===== src/rtl/compare_lock_monitor.sv =====
// Lock monitor for a 3-flag comparator stream: tracks equal runs, locks after
// LOCK_RUN equal samples, unlocks after UNLOCK_MISS misses, faults on non-one-hot flags.
module compare_lock_monitor #(
  parameter int unsigned LOCK_RUN    = 4,
  parameter int unsigned UNLOCK_MISS = 2
) (
  input  logic       clk,
  input  logic       rst,
  input  logic       clear,
  input  logic       in_valid,
  input  logic       A_equal_B,
  input  logic       A_greater_B,
  input  logic       A_less_B,
  output logic       locked,
  output logic [1:0] state,
  output logic [3:0] run_len,
  output logic [7:0] eq_count,
  output logic [7:0] gt_count,
  output logic [7:0] lt_count,
  output logic       err
);

  typedef enum logic [1:0] {
    ST_SEARCH = 2'b00,
    ST_LOCKED = 2'b01,
    ST_FAULT  = 2'b10
  } state_e;

  localparam logic [3:0] LOCK_RUN_L    = 4'(LOCK_RUN);
  localparam logic [2:0] UNLOCK_MISS_L = 3'(UNLOCK_MISS);

  state_e     state_q,  state_d;
  logic       locked_q, locked_d;
  logic [3:0] run_q,    run_d;
  logic [7:0] eq_q,     eq_d;
  logic [7:0] gt_q,     gt_d;
  logic [7:0] lt_q,     lt_d;
  logic [2:0] miss_q,   miss_d;
  logic       err_q,    err_d;

  logic [2:0] flags;
  logic       legal;
  logic [3:0] run_inc;
  logic [2:0] miss_inc;

  assign flags    = {A_equal_B, A_greater_B, A_less_B};
  assign legal    = (flags == 3'b100) || (flags == 3'b010) || (flags == 3'b001);
  assign run_inc  = (run_q == 4'd15) ? run_q : run_q + 4'd1;
  assign miss_inc = miss_q + 3'd1;

  always_comb begin
    // NOTE: every next-state signal takes its hold value first, so no path
    // through this block leaves one unassigned and no latch is inferred.
    state_d = state_q;
    run_d   = run_q;
    eq_d    = eq_q;
    gt_d    = gt_q;
    lt_d    = lt_q;
    miss_d  = miss_q;
    err_d   = err_q;

    if (clear) begin
      state_d = ST_SEARCH;
      run_d   = '0;
      eq_d    = '0;
      gt_d    = '0;
      lt_d    = '0;
      miss_d  = '0;
      err_d   = 1'b0;
    end else if (in_valid && (state_q != ST_FAULT)) begin
      if (!legal) begin
        err_d   = 1'b1;
        state_d = ST_FAULT;
      end else begin
        if (A_equal_B) begin
          run_d = run_inc;
          if (eq_q != 8'hFF) eq_d = eq_q + 8'd1;
        end else begin
          run_d = '0;
          if (A_greater_B && (gt_q != 8'hFF)) gt_d = gt_q + 8'd1;
          if (A_less_B    && (lt_q != 8'hFF)) lt_d = lt_q + 8'd1;
        end

        case (state_q)
          ST_SEARCH: begin
            if (A_equal_B && (run_inc == LOCK_RUN_L)) state_d = ST_LOCKED;
          end
          ST_LOCKED: begin
            if (A_equal_B) begin
              miss_d = '0;
            end else if (miss_inc == UNLOCK_MISS_L) begin
              state_d = ST_SEARCH;
              miss_d  = '0;
              run_d   = '0;
            end else begin
              miss_d = miss_inc;
            end
          end
          default: ;
        endcase
      end
    end

    locked_d = (state_d == ST_LOCKED);
  end

  // NOTE: reset is synchronous, so it is simply the highest-priority branch
  // inside the clocked block; all state uses non-blocking assignments.
  always_ff @(posedge clk) begin
    if (rst) begin
      state_q  <= ST_SEARCH;
      locked_q <= 1'b0;
      run_q    <= '0;
      eq_q     <= '0;
      gt_q     <= '0;
      lt_q     <= '0;
      miss_q   <= '0;
      err_q    <= 1'b0;
    end else begin
      state_q  <= state_d;
      locked_q <= locked_d;
      run_q    <= run_d;
      eq_q     <= eq_d;
      gt_q     <= gt_d;
      lt_q     <= lt_d;
      miss_q   <= miss_d;
      err_q    <= err_d;
    end
  end

  assign locked   = locked_q;
  assign state    = state_q;
  assign run_len  = run_q;
  assign eq_count = eq_q;
  assign gt_count = gt_q;
  assign lt_count = lt_q;
  assign err      = err_q;

endmodule

===== config.mk =====
export PLATFORM = sky130hd
export DESIGN_NAME = compare_lock_monitor
export DESIGN_NICKNAME = d
export VERILOG_FILES = /design/src/rtl/compare_lock_monitor.sv
export SDC_FILE = /design/constraint.sdc
export NUM_CORES = 1
export LEC_CHECK = 0
export CAP_MARGIN = 5
export CORE_MARGIN = 5
export CORE_UTILIZATION = 54
export CTS_CLUSTER_SIZE = 20
export DETAILED_ROUTE_END_ITERATION = 10
export PLACE_DENSITY = 0.86
export SYNTH_ARGS = -nofsm -noshare
export SYNTH_HDL_FRONTEND = slang
export SYNTH_SLANG_ARGS = --single-unit

===== constraint.sdc =====
create_clock -name clk -period 4.9 [get_ports clk]
set_clock_uncertainty 0.2 [all_clocks]
set_input_delay 0.98 -clock clk [delete_from_list [all_inputs] [get_ports clk]]
set_output_delay 0.98 -clock clk [all_outputs]
set_load 0.02 [all_outputs]

# Yosys cells after proc, flatten, opt, wreduce, memory -nomap -nowiden
# Cells that the tools add are included.
[classes] mux=14 n_reduce_logical=14 eq_ne=12 n_bitwise=2 n_addsub=5
[ops] cell="$add 8x1->8 const B" count=3
[ops] cell="$ne 8x8->1 const B" count=3
[ops] cell="$mux 4" count=5
[ops] cell="$mux 2" count=6
[ops] cell="$reduce_and 4->1" count=3
[ops] cell="$eq 3x2->1 const B" count=2
[ops] cell="$mux 3" count=2
[ops] cell="$add 4x1->4 const B" count=1
[ops] cell="$eq 2x1->1 const B" count=2
[ops] cell="$eq 4x3->1 const B" count=1
[ops] cell="$eq 4x4->1 const B" count=1
[ops] cell="$logic_and 1x1->1" count=4
[ops] cell="$pmux 2 s2" count=1
[ops] cell="$reduce_and 2->1" count=2
[ops] cell="$add 3x1->3 const B" count=1
[ops] cell="$eq 3x1->1 const B" count=1
[ops] cell="$eq 3x3->1 const B" count=1
[ops] cell="$reduce_and 3->1" count=1
[ops] cell="$logic_not 2->1" count=1
[ops] cell="$logic_or 1x1->1" count=2
[ops] cell="$ne 2x2->1 const B" count=1
[ops] cell="$not 1->1" count=2
[ops] cell="$reduce_or 2->1" count=1
[totals] reg_bits=35 input_bits=7

# Depth between registers and ports, before layout
# Gate-level depths: netlist (run 1).
[depth] ltp_word=10 mapped_depth=6

# Least setup slack after synthesis (run 1)
# Ideal clock, no wire load.
[synth_timing] kind="input-to-reg" start="in A_equal_B" end="reg gt_q[6] (netlist: gt_count[6])" n_path_buf=1 setup_time_ns=0.070 slack_ns=2.178 arrival_ns=2.452 path_stages=5 path_cell_list="or3b_1 -> or3_1 -> buf_2 -> or4_1 -> a21oi_1"
[synth_between] elab_chain_cells=4
[synth_lines] item="from (decl)" line="11" text="input logic A_equal_B,"
[synth_lines] item="$eq 3x3->1 / $eq 3x2->1 (equally long branches)" line="47" text="assign legal = (flags == 3'b100) || (flags == 3'b010) || (flags == 3'b001);"
[synth_lines] item="$logic_or 1x1->1 (2 in series)" line="47"
[synth_lines] item="$reduce_and 4->1 (no source line) *"
[synth_lines] item="to (signal assigned)" line="124" text="gt_q <= gt_d;"
[synth_lines] item="to (decl)" line="36" text="logic [7:0] gt_q, gt_d;"
# Mark *: on every way between the ends. The rest lies on a longest branch, timed or not.
# A chain may end at the register's enable or synchronous reset.

# Worst setup path after layout (run 1)
# Same ends and word-level chain as after synthesis.

==> metrics.cfg, run 1 <==
[run_status]
status=completed

[synthesis]
syn-num-nets=236
synth_edf_count=0
synth_cells=223
syn_avg_cell_area_um2=8.42
yosys_warnings=0
synthFlopType=dfxtp_1
ys_types=42
ys_seq_area_frac=0.373
syn_area_um2=1880
ys_async_sr_fraction=0
synth-seq-cells=35

[final_layout]
fillers=319
register_area_um2=701
drive_gt1_frac=0.0385
antenna_cells=0
fin_util=0.696
nNetsFinal=273
synthToLayoutAreaGrowth_pct=24.7
multiInputGateArea_um2=1110
final_area_um2=2340
final_common_cell=clkdlybuf4s50_1
final_cell_mix=clkdlybuf4s50_1 (38), dfxtp_1 (35), a21oi_1 (21)

[sta]
worst_pin_slew_ns=0.966
final.setup.worst_slack_ns=1.79
period_needed_ns=3.11
setup_viol=0
drv_slew=0
finalHoldViolations=0
min_period_over_period=0.635
max_freq_ghz=0.321
relSlewSlack=0.354
grt_setup_unrepaired=no
setup_tns_ns=0

[setup_path]
critPathBufInv=1
max_stage_delay_ns=0.59
cp_slowest_cell=clkdlybuf4s50_1
critPathCaptureType=flip-flop
setup.worst_path.start_class=primary input
worst_ep_required_time_ns=4.97
cp_max_fo=12
worstPathCellList=clkdlybuf4s50_1 -> or3b_1 -> or3_1 -> or4_1 -> a21oi_1
crit_family=simple AND/OR/NAND/NOR gates
crit_arrival_ns=3.18
critical_path_class=in -> reg

[power_and_ir_drop]
finalPower_uw=485
power.leakage_uw=0.000753
ir_drop_mv=0.176
power_density_nw_per_um2=207

[clock_network]
root_buffer=clkbuf_4
cts_tree=yes
clk_pin_slew_worst_paths_ns=0.10
post-cts-setup-buffers=0
holdBufCountCts=0
cts_sinks=35
cts_resized=0
htree_levels=2
ctsLongestPathBuffers=2
clock_latency_ns=0.33
numCtsBuffers=5

[placement]
place.gp.congestion=0.849
port_buffers=38
placed_area_um2=2280
hpwl_um=3090
post-place-ws_ns=1.45

[die]
start_util=0.558
die_area_um2=4750
pin_count=39
die_w_um=69.0
die_h_um=69.0
core_area_um2=3360
num_rows=21

[run]
maxCapViolations=0

[routing]
drc=0
wirelength_um=4420
num_vias=1878
drt_iter0_drc=147
vias_per_cell=6.14
dr.pass1.iters=4
ant_nets=0
wl_per_cell_um=14.4

[global_routing]
gr-total-overflow=0
antenna_found_initial=0
grt_pass1_wl_um=7280
grt.total_usage=0.200
grt_max_degree=28
grt_pass1_vias=1622

[hold_path]
worstHoldPathType=reg -> reg

## report_power, final
part           leakage, uW  total [uW]  internal, uW  switching (uW)
logic             0.000437        38.3          13.4            24.9
clock network    0.0000341         159          66.5            92.9
registers         0.000282         287           286            1.66
## final cells by class
cell class	count	share of cell area
clock buffers	6	0.0219
clock inverters	1	0.00214
inverters	8	0.0128
multi-input cells	172	0.476
flip-flops and latches	35	0.299
well taps	46	0.0246
repair buffers	38	0.163
## final timing paths
| path | endpoint | start | cells after the start | slack [ns] |
|---|---|---|---|---|
| min reg2reg | err | err | 2 | 0.28 |
| max reg2reg | lt_count[7] | state[0] | 4 | 2.74 |
| min | err | err | 2 | 0.28 |
| max | gt_count[6] | A_equal_B | 5 | 1.79 |
## cell families after synthesis
family,after synthesis,synth area share
muxes,2,0.0107
xor gates and xnor gates,2,0.00934
AOI/OAI and AO/OA,74,0.265
DFF,35,0.373
adders and majority gates,6,0.0400
buffers and inverters,16,0.0327
and+or+nand+nor,88,0.269
## cells in the mapped netlist (4+ instances only)
cell type / number / share of area
a21oi_1: 21 / 0.056
a31oi_1: 6 / 0.020
and3_1: 4 / 0.013
clkbuf_1: 7 / 0.014
dfxtp_1: 35 / 0.37
ha_1: 6 / 0.040
inv_1: 8 / 0.016
nand2_1: 14 / 0.028
nand3_1: 15 / 0.040
nand4_1: 6 / 0.020
nor2_1: 9 / 0.018
nor3b_1: 4 / 0.016
nor4_1: 4 / 0.013
o21a_1: 6 / 0.024
o21ai_0: 9 / 0.024
o31ai_1: 8 / 0.032
o41ai_1: 6 / 0.028
or3_1: 8 / 0.027
or4_1: 8 / 0.032
## state kept, by name (all words and copies together) (netlist names)
name	count
state	2
err	1
miss_q	3
lt_count	8
run_len	4
eq_count	8
gt_count	8
locked	1
## stage by stage
| stage | hold WS, ns | std cells |
|---|---|---|
| 2_1_floorplan | 0.261 | 223 |
| 4_1_cts | 0.295 | 306 |
| 6_report | 0.285 | 306 |
| 3_5_place_dp | 0.259 | 299 |
| 5_1_grt | 0.326 | 306 |
| 3_3_place_gp | 0.261 | 299 |
## worst min-delay path: stages (launching register included)
cell and delay (ns):
dfxtp_1 0.34, a21oi_1 0.04, nor2_1 0.07
## layer usage
metal / share of wire / track usage
met1: 0.49 / 0.275
met2: 0.44 / 0.312
met3: 0.055 / 0.0405
met4: 0.018 / 0.0681
met5: 0 / 0
No activity file was read; power rests on OpenSTA's default activity.
==> run 2, diff against run 1 <==
--- a/config.mk
+++ b/config.mk
@@ -7,10 +7,10 @@
 export LEC_CHECK = 0
 export CAP_MARGIN = 5
 export CORE_MARGIN = 5
-export CORE_UTILIZATION = 54
+export CORE_UTILIZATION = 51
 export CTS_CLUSTER_SIZE = 20
 export DETAILED_ROUTE_END_ITERATION = 10
-export PLACE_DENSITY = 0.86
+export PLACE_DENSITY = 0.82
 export SYNTH_ARGS = -nofsm -noshare
 export SYNTH_HDL_FRONTEND = slang
 export SYNTH_SLANG_ARGS = --single-unit
==> constraint.sdc (replaced) <==
create_clock -name clk -period 2.9 [get_ports clk]
set_clock_uncertainty 0.2 [all_clocks]
set_input_delay 0.58 -clock clk [delete_from_list [all_inputs] [get_ports clk]]
set_output_delay 0.58 -clock clk [all_outputs]
set_load 0.02 [all_outputs]
==> run 2 against run 1 <==
- critical path depth did not move
- global-route usage fell by 1.5 points
- worst hold slack lost 0.0073 ns
- count of clock-buffer cells in the layout unchanged
- cell count up 4.2%
- sequential share of layout area down 1.7 points
- routed wire length rose by 5.0%
- first-iteration DRC count up 5.4%
- via count increased by 1.9%
- die area grew 5.0%
- final area grew 5.9%
- clock power grew to 2.9 times the previous value
- critical path type unchanged
- largest power group unchanged
- highest routed layer unchanged
==> metrics.cfg, run 2 (synthesis gave the netlist of run 1 again) <==
[final_layout]
nNetsFinal=283
final_common_cell=clkdlybuf4s50_1
final_cell_mix=clkdlybuf4s50_1 (38), dfxtp_1 (35), a21oi_1 (21)
drive_gt1_frac=0.0775
synthToLayoutAreaGrowth_pct=32.1
antenna_cells=0

[clock_network]
holdBufCountCts=0
cts_sinks=35
cts_resized=0
root_buffer=clkbuf_8
post-cts-setup-buffers=0
numCtsBuffers=5
cts_tree=yes
clock_latency_ns=0.28
htree_levels=2
clk_pin_slew_worst_paths_ns=0.07
ctsLongestPathBuffers=2

[placement]
place.gp.congestion=0.779
port_buffers=38
hpwl_um=3200
post-place-ws_ns=0.0268

[sta]
relSlewSlack=0.589
final.setup.worst_slack_ns=0.312
drv_slew=0
worst_pin_slew_ns=0.615
finalHoldViolations=0
min_period_over_period=0.893
setup_tns_ns=0
setup_viol=0
period_needed_ns=2.59
max_freq_ghz=0.386
grt_setup_unrepaired=no

[global_routing]
antenna_found_initial=0
grt_pass1_wl_um=7720
grt_max_degree=27
gr-total-overflow=0
grt_pass1_vias=1705
grt.total_usage=0.185

[setup_path]
crit_arrival_ns=2.55
r2r_start=state[0]
critical_path_class=in -> reg
r2r-end=gt_count[5]
worstRegToRegCells=4
reg2reg_slack_ns=0.82
setup.worst_path.start_class=primary input
cp_max_fo=6
critPathCaptureType=flip-flop
worst_ep_required_time_ns=2.86

[hold_path]
worstHoldPathType=reg -> reg
hold_end=err
whs_path_depth=2
min_from=err

[run_status]
status=completed

[run]
maxCapViolations=0

[die]
pin_count=39
die_area_um2=4990
die_h_um=70.7
die_w_um=70.7
num_rows=22
start_util=0.520
core_area_um2=3610

[routing]
route.met2.wl_um=2210
drt_iter0_drc=155
drc=0
dr.pass1.iters=4
met3_length_um=164
ant_nets=0
top_layer=met4
wl_per_cell_um=14.5
wirelength_um=4640
vias_per_cell=6.00
num_vias=1913
wl_met1_um=2200

[power_and_ir_drop]
ir_drop_mv=0.304
power.leakage_uw=0.000829
power_density_nw_per_um2=412

==> run 2: cell types whose count changed in the layout (fill, tap and decap cells not counted) <==
| cell | before | now |
|---|---|---|
| buf_4 | 0 | 10 |
| bufinv_16 | 0 | 1 |
| clkbuf_4 | 5 | 0 |
| clkbuf_8 | 1 | 6 |
==> run 2: final cells by class <==
class	count	area [um^2]
Clock buffer	6	82.6
Clock inverter	2	35.0
Fill cell	307	1130
Inverter	8	30.0
Multi-Input combinational cell	172	1110
Sequential cell	35	701
Tap cell	48	60.1
Timing Repair Buffer	48	455
==> run 2: worst max-delay path, cell delays in order <==
cell and delay (ns):
clkdlybuf4s50_1 0.47, or3b_1 0.41, or4_1 0.58, o311ai_0 0.39
o41ai_1 0.12
==> run 2: routing by layer <==
| metal | vias to the layer above | track usage |
|---|---|---|
| met5 | - | 0 |
| met4 | 0 | 0.0564 |
| met3 | 7 | 0.0369 |
| met2 | 39 | 0.312 |
| met1 | 895 | 0.240 |
| li1 | 972 | - |
==> run 2: per-stage QoR <==
stage | std cells | total power (uW) | area (um^2) | utilization | hold WS, ns
2_1_floorplan | 223 | 536 | 1880 | - | 0.261
3_3_place_gp | 311 | 571 | 2360 | 0.655 | 0.257
3_5_place_dp | 311 | 572 | 2360 | 0.655 | 0.258
4_1_cts | 319 | 1030 | 2480 | 0.687 | 0.278
5_1_grt | 319 | 1050 | 2480 | 0.687 | 0.296
6_report | 319 | 1020 | 2480 | 0.687 | 0.278
==> run 2: worst max path at each step <==
stage                     start           to  slack [ns]
floorplan             A_equal_B  gt_count[6]        0.58
global placement    A_greater_B  gt_count[4]        0.06
detailed placement  A_greater_B  gt_count[5]        0.03
CTS                 A_greater_B  gt_count[5]        0.33
global route        A_greater_B  gt_count[3]        0.24
finish              A_greater_B  gt_count[5]        0.31
==> run 2: where the power goes <==
part | internal, uW | switching [uW]
combinational | 31.5 | 45.5
clock | 278 | 179
sequential | 483 | 2.93
total | 792 | 228
